[src/rtl/uart_cmd_rx.sv]
// UART 8N1 receiver with a one-byte command decoder (mode/sensor select, clear).
// Latency: 2 clk synchronizer; rx_done at mid stop bit; decoder outputs 1 clk after rx_done.
// No backpressure: rx_done/frame_err are single-cycle pulses; macro UART_CMD_DECODE_EN enables the decoder.
module uart_cmd_rx #(
  parameter int CLK_FREQ  = 100_000_000,
  parameter int BAUD_RATE = 9600
) (
  input  logic       clk,
  input  logic       reset,
  input  logic       rx,
  output logic [7:0] rx_data,
  output logic       rx_done,
  output logic       frame_err,
  output logic       mode_sel,
  output logic       sensor_sel,
  output logic       clear
);

  localparam int DIV = CLK_FREQ / (BAUD_RATE * 16);
  localparam int TW  = (DIV > 1) ? $clog2(DIV) : 1;

  typedef enum logic [1:0] {IDLE, START, DATA, STOP} state_t;

  logic          rx_meta;
  logic          rx_s;
  logic [TW-1:0] tick_cnt;
  logic          tick;

  state_t        state_q, state_d;
  logic [3:0]    smp_cnt_q, smp_cnt_d;
  logic [2:0]    bit_cnt_q, bit_cnt_d;
  logic [7:0]    shift_q, shift_d;
  logic          brk_q, brk_d;
  logic [7:0]    rx_data_d;
  logic          rx_done_d;
  logic          frame_err_d;

  // Two-flop synchronizer; resets to the idle (high) line level.
  always_ff @(posedge clk) begin
    if (reset) begin
      rx_meta <= 1'b1;
      rx_s    <= 1'b1;
    end else begin
      rx_meta <= rx;
      rx_s    <= rx_meta;
    end
  end

  // Free-running 16x oversampling tick; only reset clears it.
  always_ff @(posedge clk) begin
    if (reset) begin
      tick_cnt <= '0;
    end else if (tick_cnt == TW'(DIV - 1)) begin
      tick_cnt <= '0;
    end else begin
      tick_cnt <= tick_cnt + TW'(1);
    end
  end

  assign tick = (tick_cnt == TW'(DIV - 1));

  // Receiver state and datapath registers.
  always_ff @(posedge clk) begin
    if (reset) begin
      state_q   <= IDLE;
      smp_cnt_q <= '0;
      bit_cnt_q <= '0;
      shift_q   <= '0;
      brk_q     <= 1'b0;
      rx_data   <= '0;
      rx_done   <= 1'b0;
      frame_err <= 1'b0;
    end else begin
      state_q   <= state_d;
      smp_cnt_q <= smp_cnt_d;
      bit_cnt_q <= bit_cnt_d;
      shift_q   <= shift_d;
      brk_q     <= brk_d;
      rx_data   <= rx_data_d;
      rx_done   <= rx_done_d;
      frame_err <= frame_err_d;
    end
  end

  // Next-state logic: start bit checked mid-bit, data and stop sampled every 16 ticks after.
  always_comb begin
    state_d     = state_q;
    smp_cnt_d   = smp_cnt_q;
    bit_cnt_d   = bit_cnt_q;
    shift_d     = shift_q;
    brk_d       = brk_q;
    rx_data_d   = rx_data;
    rx_done_d   = 1'b0;
    frame_err_d = 1'b0;
    case (state_q)
      IDLE: begin
        brk_d = 1'b0;
        if (!rx_s) begin
          state_d   = START;
          smp_cnt_d = '0;
        end
      end
      START: begin
        if (tick) begin
          if (smp_cnt_q == 4'd7) begin
            smp_cnt_d = '0;
            bit_cnt_d = '0;
            // A high line at mid start bit is a glitch: drop it silently.
            state_d   = rx_s ? IDLE : DATA;
          end else begin
            smp_cnt_d = smp_cnt_q + 4'd1;
          end
        end
      end
      DATA: begin
        if (tick) begin
          if (smp_cnt_q == 4'd15) begin
            smp_cnt_d = '0;
            shift_d   = {rx_s, shift_q[7:1]};
            bit_cnt_d = bit_cnt_q + 3'd1;
            if (bit_cnt_q == 3'd7) begin
              state_d = STOP;
            end
          end else begin
            smp_cnt_d = smp_cnt_q + 4'd1;
          end
        end
      end
      STOP: begin
        if (brk_q) begin
          // Line held low (break): wait for it to return high before re-arming.
          if (rx_s) begin
            state_d = IDLE;
            brk_d   = 1'b0;
          end
        end else if (tick) begin
          if (smp_cnt_q == 4'd15) begin
            smp_cnt_d = '0;
            if (rx_s) begin
              rx_data_d = shift_q;
              rx_done_d = 1'b1;
              state_d   = IDLE;
            end else begin
              frame_err_d = 1'b1;
              brk_d       = 1'b1;
            end
          end else begin
            smp_cnt_d = smp_cnt_q + 4'd1;
          end
        end
      end
      default: state_d = IDLE;
    endcase
  end

`ifdef UART_CMD_DECODE_EN
  // Command decoder: acts on the byte the cycle after rx_done; framing errors never reach it.
  always_ff @(posedge clk) begin
    if (reset) begin
      mode_sel   <= 1'b0;
      sensor_sel <= 1'b0;
      clear      <= 1'b0;
    end else begin
      clear <= 1'b0;
      if (rx_done) begin
        case (rx_data)
          8'h55:   mode_sel   <= 1'b1;
          8'h54:   mode_sel   <= 1'b0;
          8'h53:   sensor_sel <= 1'b1;
          8'h57:   sensor_sel <= 1'b0;
          8'h52:   clear      <= 1'b1;
          default: ;
        endcase
      end
    end
  end
`else
  assign mode_sel   = 1'b0;
  assign sensor_sel = 1'b0;
  assign clear      = 1'b0;
`endif

endmodule

[config.mk]
export PLATFORM = sky130hd
export DESIGN_NAME = uart_cmd_rx
export DESIGN_NICKNAME = d
export VERILOG_FILES = /design/src/rtl/uart_cmd_rx.sv
export SDC_FILE = /design/constraint.sdc
export NUM_CORES = 1
export LEC_CHECK = 0
export BUFFER_PORTS_ARGS = -buffer_cell sky130_fd_sc_hd__buf_2
export CAP_MARGIN = 20
export CELL_PAD_IN_SITES_DETAIL_PLACEMENT = 2
export CELL_PAD_IN_SITES_GLOBAL_PLACEMENT = 2
export CORE_ASPECT_RATIO = 0.8
export CORE_UTILIZATION = 34
export DETAILED_ROUTE_END_ITERATION = 16
export GPL_TIMING_DRIVEN = 0
export PLACE_DENSITY = 0.83
export SLEW_MARGIN = 10
export SYNTH_ARGS = -nofsm -noshare
export SYNTH_HDL_FRONTEND = slang
export SYNTH_SLANG_ARGS = --single-unit
export TNS_END_PERCENT = 20
[constraint.sdc]
create_clock -name clk -period 3.2 [get_ports clk]
set_input_delay 0.8 -clock clk [delete_from_list [all_inputs] [get_ports clk]]
set_output_delay 0.8 -clock clk [all_outputs]
set_load 0.03 [all_outputs]
Yosys cells after proc, flatten, opt, wreduce, memory -nomap -nowiden
Index checks and enable logic that the tools add are counted.
{"block": "word_totals", "wordCells": 75, "regBits": 40, "inputBits": 3, "output_inout_bits": 13}
{"block": "classes", "muxes": 30, "reduce_logical": 11, "add_sub_neg": 3, "bitwise_logic": 4, "n_eq_ne": 16}
{"operator": "$mux 4", "count": 6}
{"operator": "$mux 2", "count": 11}
{"operator": "$pmux 4 s4", "count": 1}
{"operator": "$ne 2x2->1 const B", "count": 7}
{"operator": "$mux 3", "count": 4}
{"operator": "$add 10x1->10 const B", "count": 1}
{"operator": "$eq 10x10->1 const B", "count": 1}
{"operator": "$reduce_and 5->1", "count": 2}
{"operator": "$pmux 2 s4", "count": 1}
{"operator": "$reduce_and 8->1", "count": 1}
{"operator": "$ne 3x3->1 const B", "count": 2}
{"operator": "$pmux 3 s2", "count": 1}
{"operator": "$reduce_and 3->1", "count": 2}
{"operator": "$mux 1", "count": 5}
{"operator": "$reduce_or 5->1", "count": 1}
{"operator": "$add 4x1->4 const B", "count": 1}
{"operator": "$eq 2x2->1 const B", "count": 2}
{"operator": "$eq 4x3->1 const B", "count": 1}
{"operator": "$eq 4x4->1 const B", "count": 1}
{"operator": "$not 1->1", "count": 4}
{"operator": "$reduce_bool 2->1", "count": 2}
{"operator": "$add 3x1->3 const B", "count": 1}
{"operator": "$eq 3x3->1 const B", "count": 1}
{"operator": "$reduce_or 3->1", "count": 1}
{"operator": "4 further kinds", "count": 4}

Logic depth before layout (Yosys ltp)
{"block": "logic_depth", "depth_word": 5, "ltp_mapped": 8, "ltp_nobuf": 7}

Worst setup path after synthesis
OpenSTA, ideal clock, no wires.
{"block": "synth_path", "path_kind": "reg-to-reg", "from": "reg tick_cnt[0]", "to": "reg with a tool-made name", "setup_slack_ns": 1.172, "arrival_time_ns": 1.911, "synth_period_minus_slack_ns": 2.028, "path_stages_with_launch": 8, "cell_sequence": "dfxtp_1 -> inv_1 -> ha_1 -> nand4b_1 -> or4_4 -> a2111oi_4 -> a211oi_1 -> a41o_1"}
{"item": "start: declaration", "line": "26", "rtl": "logic [TW-1:0] tick_cnt;"}
{"item": "start signal: assignment", "line": "56", "rtl": "tick_cnt <= tick_cnt + TW'(1);"}

==> summary.md <==
| Metric | Value |
|---|---|
| Type of the worst setup path | flop to flop |
| Global-route wire length before repair | 7879 µm |
| FMAX | 424.0 MHz |
| VDD IR max | 0.1846 mV |
| Setup_tns | 0 ns |
| Vias/cell | 5.231 |
| Worst hold path type | flop to flop |
| Final Critical Period | 2.358 ns |
| CP max stage cell | a2111oi_4 |
| CORE AREA | 0.005036 mm² |
| Avg Synthesized Cell Area | 8.656 µm² |
| Total GRT Usage | 18.86% |
| Final ANT Viol Nets | 0 |
| Synth cell types | 46 |
| Final setup violation count | 0 |
| DRC errors left | 0 |
| CP max FO | 9 |
| Drt wl/cell | 16.36 µm |
| Via count | 1,517 |
| Number of core rows | 23 |
| Final GP Congestion | 0.7598 |
| Root buf cell | clkbuf_8 |
| Htree depth | 2 |
| Yosys synthesis warning count | 0 |
| Critical Path End Type | flop |
| FF+latch count, synth | 40 |
| Vias in the first global route | 1,571 |
| Main synth FF type | dfxtp_1 |
| PwrDens | 475.4 mW/mm² |
| DIE AREA | 0.005566 mm² |
| Synth cell count leaders | dfxtp_1 (40), nand2_1 (39), nor2_1 (22), a21oi_1 (19), ha_1 (10) |
| RSZ-0062 raised after global routing | no |
| Fin. max-slew vios | 0 |
| DP Area | 0.001937 mm² |
| Post-synth EDFFs | 0 |
| Most frequent cell after synthesis | dfxtp_1 |
| Boundary Pins | 16 |
| Fraction of layout cells with a size suffix above 1 | 14.04% |
| Drt total wl | 4745 µm |
| Crit start category | flop |
| Mapped Area | 0.001792 mm² |
| Nets | 241 |
| Die height | 66.93 µm |
| CTS Sinks | 40 |
| Synth top area cells | dfxtp_1 (45%), nand2_1 (8.2%), ha_1 (7.0%) |
| Worst Tran Pin Value | 0.6428 ns |
| Synth Instances | 207 |
| CP peak stage delay | 0.47 ns |
| TritonRoute pass-1 iters | 4 |
| CTS tree | yes |
| IO Port Bufs | 12 |
| CTS resizes | 0 |
| Cell area after layout | 0.002018 mm² |
| Clock network latency to the later pin of the worst-skew pair | 0.30 ns |
| Initial antenna violation count | 0 |
| ANT cells | 0 |
| CTS Buf Count | 5 |
| Period utilization | 73.70% |
| Initial core utilization | 35.58% |
| CP Cell Sequence | inv_1, ha_1, clkbuf_1, nor2_1, a31oi_1, a2111oi_4, a211oi_1, a41o_1 |
| Status | complete, no violations |
| Synth top area share | 44.69% |
| Reg clk slew, reported paths | 0.08 ns |
| Max Cap Viol | 0 |
| DP HPWL | 3435 µm |
| Die W | 83.16 µm |
| Final Skew | 0.005565 ns |
| Leak | 0.7613 nW |
| Hold_buf cts | 0 |
| Gr ovfl total | 0 |
| Clock Path Buffers | 2 |
| Post-synth ARST share | 0% |
| WP data arrival | 2.55 ns |
| Worst EP required | 3.39 ns |
| Largest net degree at the start of global routing | 13 |
| Leading area contributor after synthesis | dfxtp_1 |
| Slew HR | 56.70% |
| Post-synthesis sequential area ratio | 44.69% |
| Layout Area Growth over Synthesis | 12.64% |
| Drt first-iter violations | 60 |
| Final hold vios | 0 |
| Post-CTS setup buffer count | 0 |
==> placed cells by master (no fill, tap or decap), drive strengths merged, types with 2 or more instances in the layout <==
cell	count
nand3	5
buf	16
nand4b	2
or3	2
and3	3
conb	3
nor3	7
nand4	2
or2	3
a21oi	19
inv	4
clkbuf	10
nand2	39
nor2b	2
nor2	22
xnor2	3
a211oi	3
a32oi	2
dfxtp	40
o21ai	4
xor2	5
ha	10
==> per-layer routing <==
layer / up-vias / part of all wire [%] / global-route usage [%]
met4: 0 / 1.3 / 6.897
met3: 5 / 3.1 / 4.337
met2: 23 / 48 / 32.89
met5: - / 0 / 0
met1: 737 / 47 / 22.96
li1: 752 / - / -
==> logic make-up (layout without fill, tap and decap cells) <==
kind of cell / count (synthesis) / after routing / share of synthesized area [%]
AND/OR/NAND/NOR: 95 / 95 / 25.42
flip-flops: 40 / 40 / 44.69
AO/OA/AOI/OAI: 39 / 39 / 14.81
buffers and inverters: 13 / 32 / 3.421
adder cells (fa/ha/maj): 10 / 10 / 6.983
XOR/XNOR: 8 / 8 / 3.911
other: 1 / 3 / 0.2093
multiplexers: 1 / 1 / 0.5587
==> final timing paths <==
| path | startpoint | to | slack, ns | cells after the start |
|---|---|---|---|---|
| setup reg to reg | state_q[0]$_SDFFE_PP0P_ | flop | 0.84 | 8 |
| hold / removal | rx_meta$_SDFF_PP1_ | rx_s$_SDFF_PP1_ | 0.44 | 1 |
| hold reg to reg | rx_meta$_SDFF_PP1_ | rx_s$_SDFF_PP1_ | 0.44 | 1 |
| setup / recovery | state_q[0]$_SDFFE_PP0P_ | flop | 0.84 | 8 |
==> per-stage QoR <==
step                power (mW)  hold WS [ns]  cells  utilization (%)  setup WS (ns)
floorplan               0.6091        0.3895    209                -          1.172
global placement        0.6342        0.3907    283            38.46         0.9695
detailed placement      0.6424        0.4373    283            38.46         0.9242
CTS                     0.9715        0.4566    290            40.07         0.8083
global route             1.007        0.4706    290            40.07         0.6243
finish                  0.9594        0.4404    290            40.07         0.8418
==> layout make-up <==
| cell class | count | area, µm² |
|---|---|---|
| buffer | 9 | 46.29 |
| clock buffer | 5 | 68.82 |
| clock inverter | 2 | 12.51 |
| fill | 576 | 3018 |
| inverter | 4 | 15.01 |
| multi-input combinational | 156 | 937.1 |
| sequential | 40 | 800.8 |
| tap | 62 | 77.57 |
| timing repair buffer | 12 | 60.06 |
==> state kept, by name, summed over array words and instances, names as in the netlist, named ones only <==
| name | count |
|---|---|
| shift_q | 8 |
| brk_q | 1 |
| rx_s | 1 |
| tick_cnt | 10 |
| rx_done | 1 |
| rx_data | 8 |
| rx_meta | 1 |
| state_q | 1 |
| smp_cnt_q | 4 |
| frame_err | 1 |
| bit_cnt_q | 3 |
==> worst max-delay path: cells and delay by family (launching register included) <==
family | cells | cell delay (ns)
buffers and inverters | 2 | 0.33
adders and majority gates | 1 | 0.21
DFF | 1 | 0.44
and+or+nand+nor | 1 | 0.29
AOI/OAI and AO/OA | 4 | 0.98
==> power by group <==
part	total (mW)	internal [mW]	switching, mW
logic	0.117	0.0403	0.0768
clock network	0.327	0.148	0.179
registers	0.516	0.505	0.0109
Note: power is estimated with default switching activity, not from simulation.
